`src/rtl/pong_pkg.sv`:
```
// Shared types and constants for the pong match controller.
// Includes state encodings, winner codes, score width and a saturating score increment.
package pong_pkg;

  localparam int unsigned SCORE_W = 4;

  typedef logic [2:0] match_state_t;

  localparam match_state_t StIdle     = 3'd0;
  localparam match_state_t StServe    = 3'd1;
  localparam match_state_t StRally    = 3'd2;
  localparam match_state_t StPoint    = 3'd3;
  localparam match_state_t StGameOver = 3'd4;

  localparam logic [1:0] WinNone = 2'b00;
  localparam logic [1:0] WinP1   = 2'b01;
  localparam logic [1:0] WinP2   = 2'b10;

  function automatic logic [SCORE_W-1:0] sat_inc(input logic [SCORE_W-1:0] v,
                                                 input logic [SCORE_W-1:0] lim);
    return (v >= lim) ? v : v + SCORE_W'(1);
  endfunction

endpackage

```
`src/rtl/pong_match_ctrl_if.sv`:
```
// Game-flow signals between buttons/image logic and the match controller.
// The ctrl modport is used by pong_match_ctrl; the host modport by whoever drives it.
interface pong_match_ctrl_if;
  import pong_pkg::*;

  logic               frame_tick;
  logic               start_game;
  logic               goal_p1;
  logic               goal_p2;
  logic               paddle_hit;
  logic [1:0]         ball_speed;
  logic               ball_run;
  logic               ball_rst;
  logic               serve_dir;
  logic [1:0]         speed_sel;
  logic [SCORE_W-1:0] score1;
  logic [SCORE_W-1:0] score2;
  logic               flash;
  logic [1:0]         winner;
  logic [2:0]         state_o;

  modport ctrl (
    input  frame_tick, start_game, goal_p1, goal_p2, paddle_hit, ball_speed,
    output ball_run, ball_rst, serve_dir, speed_sel, score1, score2, flash, winner, state_o
  );

  modport host (
    output frame_tick, start_game, goal_p1, goal_p2, paddle_hit, ball_speed,
    input  ball_run, ball_rst, serve_dir, speed_sel, score1, score2, flash, winner, state_o
  );

endinterface

```
`src/rtl/pong_frame_timer.sv`:
```
// Frame-tick counter with clear and terminal-count compare, plus a flash output
// that toggles every 8 frame ticks while enabled.
module pong_frame_timer #(
  parameter int unsigned CntW = 8
) (
  input  logic            clk,
  input  logic            reset,
  input  logic            tick_i,
  input  logic            clear_i,
  input  logic [CntW-1:0] term_i,
  input  logic            flash_en_i,
  output logic            done_o,
  output logic            flash_o
);

  logic [CntW-1:0] cnt_q;
  logic [2:0]      fcnt_q;
  logic            flash_q;

  always_ff @(posedge clk) begin
    if (reset || clear_i) begin
      cnt_q <= '0;
    end else if (tick_i && (cnt_q != '1)) begin
      cnt_q <= cnt_q + CntW'(1);
    end
  end

  always_ff @(posedge clk) begin
    if (reset || !flash_en_i) begin
      fcnt_q  <= '0;
      flash_q <= 1'b0;
    end else if (tick_i) begin
      fcnt_q <= fcnt_q + 3'd1;
      if (fcnt_q == 3'd7) flash_q <= ~flash_q;
    end
  end

  // A tick in the clearing cycle is the state-entry tick and never terminates.
  assign done_o  = tick_i && !clear_i && (cnt_q == term_i - CntW'(1));
  assign flash_o = flash_q;

endmodule

```
`src/rtl/pong_match_ctrl.sv`:
```
// Match sequencer: idle/serve/rally/point/game-over, scores, winner and ball speed.
// Define PONG_SPEED_RAMP_EN to raise speed_sel every RAMP_HITS paddle hits in a rally.
module pong_match_ctrl
  import pong_pkg::*;
#(
  parameter int unsigned WIN_SCORE    = 9,
  parameter int unsigned SERVE_FRAMES = 60,
  parameter int unsigned POINT_FRAMES = 90,
  parameter int unsigned RAMP_HITS    = 4
) (
  input logic          clk,
  input logic          reset,
  pong_match_ctrl_if.ctrl bus
);

  localparam int unsigned MaxFrames = (SERVE_FRAMES > POINT_FRAMES) ? SERVE_FRAMES
                                                                      : POINT_FRAMES;
  localparam int unsigned CntW = $clog2(MaxFrames + 1);
  localparam logic [SCORE_W-1:0] WinScore = SCORE_W'(WIN_SCORE);

  match_state_t       state_q, state_d;
  logic [SCORE_W-1:0] score1_q, score1_d, score2_q, score2_d;
  logic [1:0]         winner_q, winner_d;
  logic               serve_dir_q, serve_dir_d;
  logic               start_q, entry_q;
  logic [1:0]         speed_q;
  logic               start_rise, goal_any, timer_done, flash;
  logic [CntW-1:0]    term;

  assign start_rise = bus.start_game & ~start_q;
  assign goal_any   = bus.goal_p1 | bus.goal_p2;
  assign term       = (state_q == StPoint) ? CntW'(POINT_FRAMES) : CntW'(SERVE_FRAMES);

  pong_frame_timer #(
    .CntW (CntW)
  ) u_timer (
    .clk        (clk),
    .reset      (reset),
    .tick_i     (bus.frame_tick),
    .clear_i    (entry_q),
    .term_i     (term),
    .flash_en_i ((state_q == StPoint) || (state_q == StGameOver)),
    .done_o     (timer_done),
    .flash_o    (flash)
  );

  always_comb begin
    state_d     = state_q;
    score1_d    = score1_q;
    score2_d    = score2_q;
    winner_d    = winner_q;
    serve_dir_d = serve_dir_q;
    case (state_q)
      StIdle, StGameOver: begin
        if (start_rise) begin
          state_d  = StServe;
          score1_d = '0;
          score2_d = '0;
          winner_d = WinNone;
        end
      end
      StServe: begin
        if (timer_done) state_d = StRally;
      end
      StRally: begin
        if (bus.goal_p1 && bus.goal_p2) begin
          state_d = StPoint;
        end else if (bus.goal_p1) begin
          state_d     = StPoint;
          score1_d    = sat_inc(score1_q, WinScore);
          serve_dir_d = 1'b1;
        end else if (bus.goal_p2) begin
          state_d     = StPoint;
          score2_d    = sat_inc(score2_q, WinScore);
          serve_dir_d = 1'b0;
        end
      end
      StPoint: begin
        if (timer_done) begin
          if (score1_q == WinScore) begin
            state_d  = StGameOver;
            winner_d = WinP1;
          end else if (score2_q == WinScore) begin
            state_d  = StGameOver;
            winner_d = WinP2;
          end else begin
            state_d = StServe;
          end
        end
      end
      default: state_d = StIdle;
    endcase
  end

  always_ff @(posedge clk) begin
    if (reset) begin
      state_q     <= StIdle;
      score1_q    <= '0;
      score2_q    <= '0;
      winner_q    <= WinNone;
      serve_dir_q <= 1'b1;
      start_q     <= 1'b0;
      entry_q     <= 1'b0;
    end else begin
      state_q     <= state_d;
      score1_q    <= score1_d;
      score2_q    <= score2_d;
      winner_q    <= winner_d;
      serve_dir_q <= serve_dir_d;
      start_q     <= bus.start_game;
      entry_q     <= (state_d != state_q);
    end
  end

`ifdef PONG_SPEED_RAMP_EN
  localparam int unsigned HitW = (RAMP_HITS > 1) ? $clog2(RAMP_HITS) : 1;

  logic [HitW-1:0] hit_cnt_q, hit_cnt_d;
  logic [1:0]      speed_d;

  always_comb begin
    hit_cnt_d = hit_cnt_q;
    speed_d   = speed_q;
    if ((state_q == StIdle) || ((state_d == StServe) && (state_q != StServe))) begin
      hit_cnt_d = '0;
      speed_d   = bus.ball_speed;
    end else if ((state_q == StRally) && bus.paddle_hit && !goal_any) begin
      // A goal in the same cycle ends the rally, so that hit does not count.
      if (hit_cnt_q == HitW'(RAMP_HITS - 1)) begin
        hit_cnt_d = '0;
        speed_d   = (speed_q == 2'b11) ? speed_q : speed_q + 2'd1;
      end else begin
        hit_cnt_d = hit_cnt_q + HitW'(1);
      end
    end
  end

  always_ff @(posedge clk) begin
    if (reset) begin
      hit_cnt_q <= '0;
      speed_q   <= bus.ball_speed;
    end else begin
      hit_cnt_q <= hit_cnt_d;
      speed_q   <= speed_d;
    end
  end
`else
  localparam int unsigned UnusedRampHits = RAMP_HITS;
  logic unused_hit;
  assign unused_hit = bus.paddle_hit ^ goal_any;

  always_ff @(posedge clk) begin
    speed_q <= bus.ball_speed;
  end
`endif

  assign bus.ball_run  = (state_q == StRally);
  assign bus.ball_rst  = (state_q != StRally);
  assign bus.serve_dir = serve_dir_q;
  assign bus.speed_sel = speed_q;
  assign bus.score1    = score1_q;
  assign bus.score2    = score2_q;
  assign bus.flash     = flash;
  assign bus.winner    = winner_q;
  assign bus.state_o   = state_q;

endmodule

```
`src/flat_wrapper.sv`:
```
// flat-port wrapper written by rule: the top's interface ports become plain ports
module pong_match_ctrl_flat import pong_pkg::*;
#(
  parameter int unsigned WIN_SCORE    = 9,
  parameter int unsigned SERVE_FRAMES = 60,
  parameter int unsigned POINT_FRAMES = 90,
  parameter int unsigned RAMP_HITS    = 4
)
  (clk, reset, bus_frame_tick, bus_start_game, bus_goal_p1, bus_goal_p2, bus_paddle_hit, bus_ball_speed, bus_ball_run, bus_ball_rst, bus_serve_dir, bus_speed_sel, bus_score1, bus_score2, bus_flash, bus_winner, bus_state_o);
  pong_match_ctrl_if bus_i ();
  input logic clk;
  input logic reset;
  input wire logic [$bits(bus_i.frame_tick)-1:0] bus_frame_tick;
  input wire logic [$bits(bus_i.start_game)-1:0] bus_start_game;
  input wire logic [$bits(bus_i.goal_p1)-1:0] bus_goal_p1;
  input wire logic [$bits(bus_i.goal_p2)-1:0] bus_goal_p2;
  input wire logic [$bits(bus_i.paddle_hit)-1:0] bus_paddle_hit;
  input wire logic [$bits(bus_i.ball_speed)-1:0] bus_ball_speed;
  output wire logic [$bits(bus_i.ball_run)-1:0] bus_ball_run;
  output wire logic [$bits(bus_i.ball_rst)-1:0] bus_ball_rst;
  output wire logic [$bits(bus_i.serve_dir)-1:0] bus_serve_dir;
  output wire logic [$bits(bus_i.speed_sel)-1:0] bus_speed_sel;
  output wire logic [$bits(bus_i.score1)-1:0] bus_score1;
  output wire logic [$bits(bus_i.score2)-1:0] bus_score2;
  output wire logic [$bits(bus_i.flash)-1:0] bus_flash;
  output wire logic [$bits(bus_i.winner)-1:0] bus_winner;
  output wire logic [$bits(bus_i.state_o)-1:0] bus_state_o;
  assign bus_i.frame_tick = bus_frame_tick;
  assign bus_i.start_game = bus_start_game;
  assign bus_i.goal_p1 = bus_goal_p1;
  assign bus_i.goal_p2 = bus_goal_p2;
  assign bus_i.paddle_hit = bus_paddle_hit;
  assign bus_i.ball_speed = bus_ball_speed;
  assign bus_ball_run = bus_i.ball_run;
  assign bus_ball_rst = bus_i.ball_rst;
  assign bus_serve_dir = bus_i.serve_dir;
  assign bus_speed_sel = bus_i.speed_sel;
  assign bus_score1 = bus_i.score1;
  assign bus_score2 = bus_i.score2;
  assign bus_flash = bus_i.flash;
  assign bus_winner = bus_i.winner;
  assign bus_state_o = bus_i.state_o;
  pong_match_ctrl #(.WIN_SCORE(WIN_SCORE), .SERVE_FRAMES(SERVE_FRAMES), .POINT_FRAMES(POINT_FRAMES), .RAMP_HITS(RAMP_HITS)) u_core (.clk(clk), .reset(reset), .bus(bus_i));
endmodule
```
`config.mk`:
```
export PLATFORM = sky130hd
export DESIGN_NAME = pong_match_ctrl_flat
export DESIGN_NICKNAME = d
export VERILOG_FILES = /design/src/rtl/pong_pkg.sv /design/src/rtl/pong_match_ctrl_if.sv /design/src/rtl/pong_frame_timer.sv /design/src/rtl/pong_match_ctrl.sv /design/src/flat_wrapper.sv
export SDC_FILE = /design/constraint.sdc
export NUM_CORES = 1
export LEC_CHECK = 0
export BUFFER_PORTS_ARGS = -buffer_cell sky130_fd_sc_hd__buf_2
export CORE_UTILIZATION = 56
export DETAILED_ROUTE_END_ITERATION = 6
export GPL_ROUTABILITY_DRIVEN = 0
export PLACE_DENSITY = 0.76
export SYNTH_ARGS = -nofsm -noshare
export SYNTH_HDL_FRONTEND = slang
export SYNTH_HIERARCHICAL = 1
export SYNTH_SLANG_ARGS = --single-unit
```
`constraint.sdc`:
```
create_clock -name clk -period 3.06 [get_ports clk]
set_input_delay 0.459 -clock clk [delete_from_list [all_inputs] [get_ports clk]]
set_output_delay 0.459 -clock clk [all_outputs]
set_load 0.005 [all_outputs]
```
# Word-level counts from Yosys, hierarchy flattened
# Index checks and enable logic that the tools add are counted.
# word_totals
elab_cells	88
output_inout_bits	19
inputBits	9
reg_bits	29
# classes
n_eq_ne	20
n_lt_le_gt_ge	2
add_sub_neg	5
n_bitwise	4
reduce_logical	19
mux	27
# op_table
op	count
$mux W4	8
$mux W3	8
$pmux W4 S2	2
$ne A2 B2 Y1 const B	6
$pmux W3 S4	1
$add A4 B1 Y4 const B	2
$eq A4 B4 Y1 const B	2
$ge A4 B4 Y1 const B	2
$mux W2	4
$add A7 B1 Y7 const B	1
$eq A7 B7 Y1	1
$mux W7	1
$ne A7 B7 Y1 const B	1
$sub A7 B1 Y7 const B	1
$eq A3 B2 Y1 const B	2
$eq A3 B3 Y1 const B	2
$reduce_and A6 Y1	1
$reduce_bool A2 Y1	3
$reduce_and A5 Y1	1
$logic_and A1 B1 Y1	4
$ne A2 B1 Y1 const B	2
$pmux W2 S2	1
$reduce_and A4 Y1	1
$add A3 B1 Y3 const B	1
13 further kinds	19

# Depth between registers and ports, before layout
# depth
word_depth	8
depth_mapped	12
ltp_nobuf	11

# Hierarchy
# The synthesis kept the hierarchy.
# by_module_without_submodules
module	seq_area_each_um2	area_each_um2	cells_each	instances
pong_match_ctrl	360.3	1013.5	112	1
pong_frame_timer	220.2	715.7	85	1

# Worst setup path before layout
# Ideal clock, no wire load.
# synth_timing
kind	reg2reg
startpoint	register u_core.state_q[1], in the netlist u_core/bus.state_o[1]
endpoint	register u_core.winner_q[0], in the netlist u_core/bus.winner[0]
path_slack_ps	525
stages_incl_launch_ff	13
period_less_slack_ps	2535
setup_ps	127
arrival_ps	2408
cell_sequence	dfxtp_1 -> buf_4 -> and3b_2 -> inv_1 -> ha_1 -> xnor2_1 -> nor4b_1 -> nand4_1 -> a311oi_1 -> nand4b_1 -> a21oi_1 -> o32a_1 -> nor2_1
# synth_between
elab_chain_cells	7
word_cells_on_any_way	14
cone_classes	add/sub: 1; eq/ne: 6; mux: 2; reduce/logical: 5
# synth_lines
item	line_no	rtl
start, declared	pong_match_ctrl.sv:21	match_state_t state_q, state_d;
start signal, assigned	pong_match_ctrl.sv:97	state_q <= StIdle;
start signal, assigned	pong_match_ctrl.sv:105	state_q <= state_d;
$eq A3 B2 Y1	pong_match_ctrl.sv:32	assign term = (state_q == StPoint) ? CntW'(POINT_FRAMES) : CntW'(SERVE_FRAMES);
$mux W7	pong_match_ctrl.sv:32	
net u_core.term[1]	pong_match_ctrl.sv:28	logic [CntW-1:0] term;
$sub A7 B1 Y7	pong_frame_timer.sv:39	assign done_o = tick_i && !clear_i && (cnt_q == term_i - CntW'(1));
$eq A7 B7 Y1	pong_frame_timer.sv:39	
$logic_and A1 B1 Y1	pong_frame_timer.sv:39	
net u_core.timer_done	pong_match_ctrl.sv:27	logic start_rise, goal_any, timer_done, flash;
$ne A2 B1 Y1 (no line)	-	
$reduce_and A4 Y1 (no line)	-	
end signal, assigned	pong_match_ctrl.sv:100	winner_q <= WinNone;
end signal, assigned	pong_match_ctrl.sv:108	winner_q <= winner_d;
end, declared	pong_match_ctrl.sv:23	logic [1:0] winner_q, winner_d;
# The timed path passes the listed nets, and every way through them passes these cells.
# A chain may end at the register's enable or synchronous reset.

# Worst setup path after layout
# layout_timing
startpoint	register u_core.state_q[2], in the netlist u_core/bus.state_o[2]
endpoint	register u_core.winner_q[0], in the netlist u_core/bus.winner[0]
# Same word-level chain as after synthesis.

==> metrics.yaml <==
yosys:
  synth_mux_area_share_pct: 2.89
  postSynth.asyncResetShare_pct: 0
  synthSimpleGateAreaFrac_pct: 24.0
  synth_enable_flop_cells: 0
  synth_top_family_by_area: "simple AND/OR/NAND/NOR gates"
  netlist_instances: 197
  yosysWarnings: 6
  synth-seq-cells: 29
  synth_compound_area_share_pct: 18.3
  synth_fa_ha_area_share_pct: 7.96
  synthFlopType: "dfxtp_1"
  avgSynthCellArea_um2: 8.78
  syn_area_mm2: 0.00173
  synth-xor-area-share_pct: 6.58
  ys_seq_area_share_pct: 33.6
  ys_types: 54
worst_setup_path:
  end_kind: "flop"
  cp_max_fo: 6
  setup.worst_path.start_class: "flop"
  slowest_delay_ns: 0.33
  r2r_slack_ns: 0.37
  worst-r2r-cell-count: 12
  critPathRequiredTime_ns: 3.27
  cp_slowest_cell: "a311oi_1"
  reg2reg_from: "u_core/bus.state_o[2]"
  crit_type: "reg -> reg"
  crit_arrival_ns: 2.90
  crit_family: "simple AND/OR/NAND/NOR gates"
  crit_chain: "and3b_2 > inv_1 > ha_1 > xnor2_1 > nor4b_1 > nand4_1 > a311oi_1 > buf_4 > nand4b_1 > a21oi_1 > o32a_1 > nor2_1"
  r2r-end: "u_core/bus.winner[0]"
  crit_buf_inv: 2
power:
  p_leak_nw: 0.852
  powerDensity_mw_per_mm2: 402
  vdd_drop_max_mv: 0.299
cts:
  clk_pin_slew_ns: 0.09
  cts_buffer_depth: 2
  holdBufCountCts: 0
  cts.root.buffer_cell: "clkbuf_4"
  cts_setup_buffers: 0
  cts_resized: 0
  numCtsBuffers: 5
  tritoncts: "built"
  cts_sinks: 29
  cts.htree.levels: 2
  insertion_delay_ns: 0.32
global_route:
  first_global_vias: 1411
  grt_max_degree: 17
  antenna_found_initial: 0
  grt_usage_pct: 24.5
  grt_remaining_overflow: 0
  grt_pass1_wl_um: 6290
place:
  dp.cells: 258
  post-dp-hpwl_um: 2720
  port_buffers: 26
timing:
  finalSetupViolations: 0
  finClkSkew_ns: 0.00777
  period_minus_slack_ns: 2.69
  fmax_mhz: 372
  setup_tns_ns: 0
  finalHoldViolCount: 0
  fin_crit_sh_pct: 87.9
  hold_ws_ns: 0.235
  final-max-slew-violation-count: 0
  rsz0062_at_grt: "no"
run_status:
  violations: "DRC"
  outcome: "complete, but fails checks"
final_layout:
  multi_input_area_mm2: 0.00107
  final_cells: 266
  n_fill_cell: 225
  layout-drive-gt1-share_pct: 20.4
  seqCellArea_um2: 581
  antenna_cells: 0
  syn2layout_area_growth_pct: 15.2
  nNetsFinal: 254
  final_util_pct: 70.4
  layout_commonest_cell: "dfxtp_1"
  final_cell_mix: "29 x dfxtp_1, 26 x buf_2, 16 x nor2_1, 15 x inv_1, 11 x ha_1"
routing:
  drc: 1
  wl_per_cell_um: 14.0
  wirelength_um: 3730
  routed-via-count: 1545
  avgViaCountPerCell: 5.81
  first_pass_iters: 6
  drt-initial-drc-count: 86
  antenna_left: 0
floorplanning:
  die_h_um: 57.6
  io_pins: 28
  rows: 19
  core_area_mm2: 0.00283
  die_x_um: 57.6
  dieArea_mm2: 0.00331
  initial_core_util_pct: 61.1
hold_path:
  hp-start: "bus_ball_speed[1]"
  hold_path.class: "in -> reg"
  holdPathStages: 1
  min_to: "u_core/bus.speed_sel[1]"
job:
  cap_violations: 0
==> cell type report <==
class | count | share of cell area, %
Clock inverter | 1 | 1.51
Clock buffer | 7 | 2.76
Inverter | 15 | 2.83
Tap cell | 31 | 1.95
Multi-Input combinational cell | 153 | 53.8
Timing Repair Buffer | 30 | 8.04
Sequential cell | 29 | 29.1
==> report_power, final <==
part | internal (mW) | switching [mW] | total (mW)
clock | 0.195 | 0.132 | 0.327
sequential | 0.385 | 0.00665 | 0.392
combinational | 0.0361 | 0.0466 | 0.0827
total | 0.616 | 0.185 | 0.801
==> routing by layer <==
metal / vias up / global-route usage, % / share of wire, %
met5: - / 0 / 0
met2: 41 / 41.5 / 47
met1: 727 / 30.7 / 47
met4: 0 / 7.32 / 1.4
met3: 6 / 6.12 / 3.8
li1: 771 / - / -
==> cells by family (layout without fill, tap and decap cells) <==
kind of cell,after synthesis,after routing
compound gates,43,43
xor+xnor,13,13
fa+ha+maj,11,11
buf+inv,23,53
flops,29,29
mux,5,5
other cells,2,10
simple gates,71,71
==> registers in the layout, summed over array words and instances (netlist names) <==
register,count
u_core/u_timer/flash_o,1
u_core/u_timer/cnt_q,7
u_core/bus.score2,4
u_core/u_timer/fcnt_q,3
u_core/bus.state_o,3
u_core/bus.score1,4
u_core/entry_q,1
u_core/bus.speed_sel,2
u_core/bus.serve_dir,1
u_core/start_q,1
u_core/bus.winner,2
==> per-stage QoR <==
step | area [um2] | total power, mW | setup WS, ns
4_1_cts | 1990 | 0.805 | 0.361
5_1_grt | 1990 | 0.833 | 0.169
6_report | 1990 | 0.801 | 0.371
3_5_place_dp | 1910 | 0.482 | 0.380
3_3_place_gp | 1910 | 0.478 | 0.548
2_1_floorplan | 1760 | 0.461 | 0.525
==> worst max-delay path by stage <==
| stage | to | startpoint | depth (start not counted) | slack, ns |
|---|---|---|---|---|
| 3_3_place_gp | u_core/bus.winner[0] | u_core/bus.state_o[2] | 12 | 0.55 |
| 3_5_place_dp | u_core/bus.winner[0] | u_core/bus.state_o[2] | 12 | 0.38 |
| 4_1_cts | u_core/bus.winner[0] | u_core/bus.state_o[2] | 12 | 0.36 |
| 6_report | u_core/bus.winner[0] | u_core/bus.state_o[2] | 12 | 0.37 |
| 2_1_floorplan | u_core/bus.winner[0] | u_core/bus.state_o[1] | 12 | 0.52 |
| 5_1_grt | u_core/bus.winner[0] | u_core/bus.state_o[2] | 12 | 0.17 |
==> cells in the mapped netlist, drive strengths merged, types with 5 or more instances <==
| cell | instances | share of area [%] |
|---|---|---|
| dfxtp | 29 | 34 |
| inv | 15 | 3.3 |
| o21ai | 8 | 2.3 |
| mux2i | 5 | 2.9 |
| ha | 11 | 8.0 |
| nand2 | 9 | 2.0 |
| nor2 | 16 | 3.5 |
| nor3 | 7 | 2.0 |
| xor2 | 7 | 3.5 |
| nand3 | 7 | 2.0 |
| a21oi | 10 | 2.9 |
| buf | 5 | 2.3 |
| xnor2 | 6 | 3.0 |
Note: power is estimated with default switching activity, not from simulation.
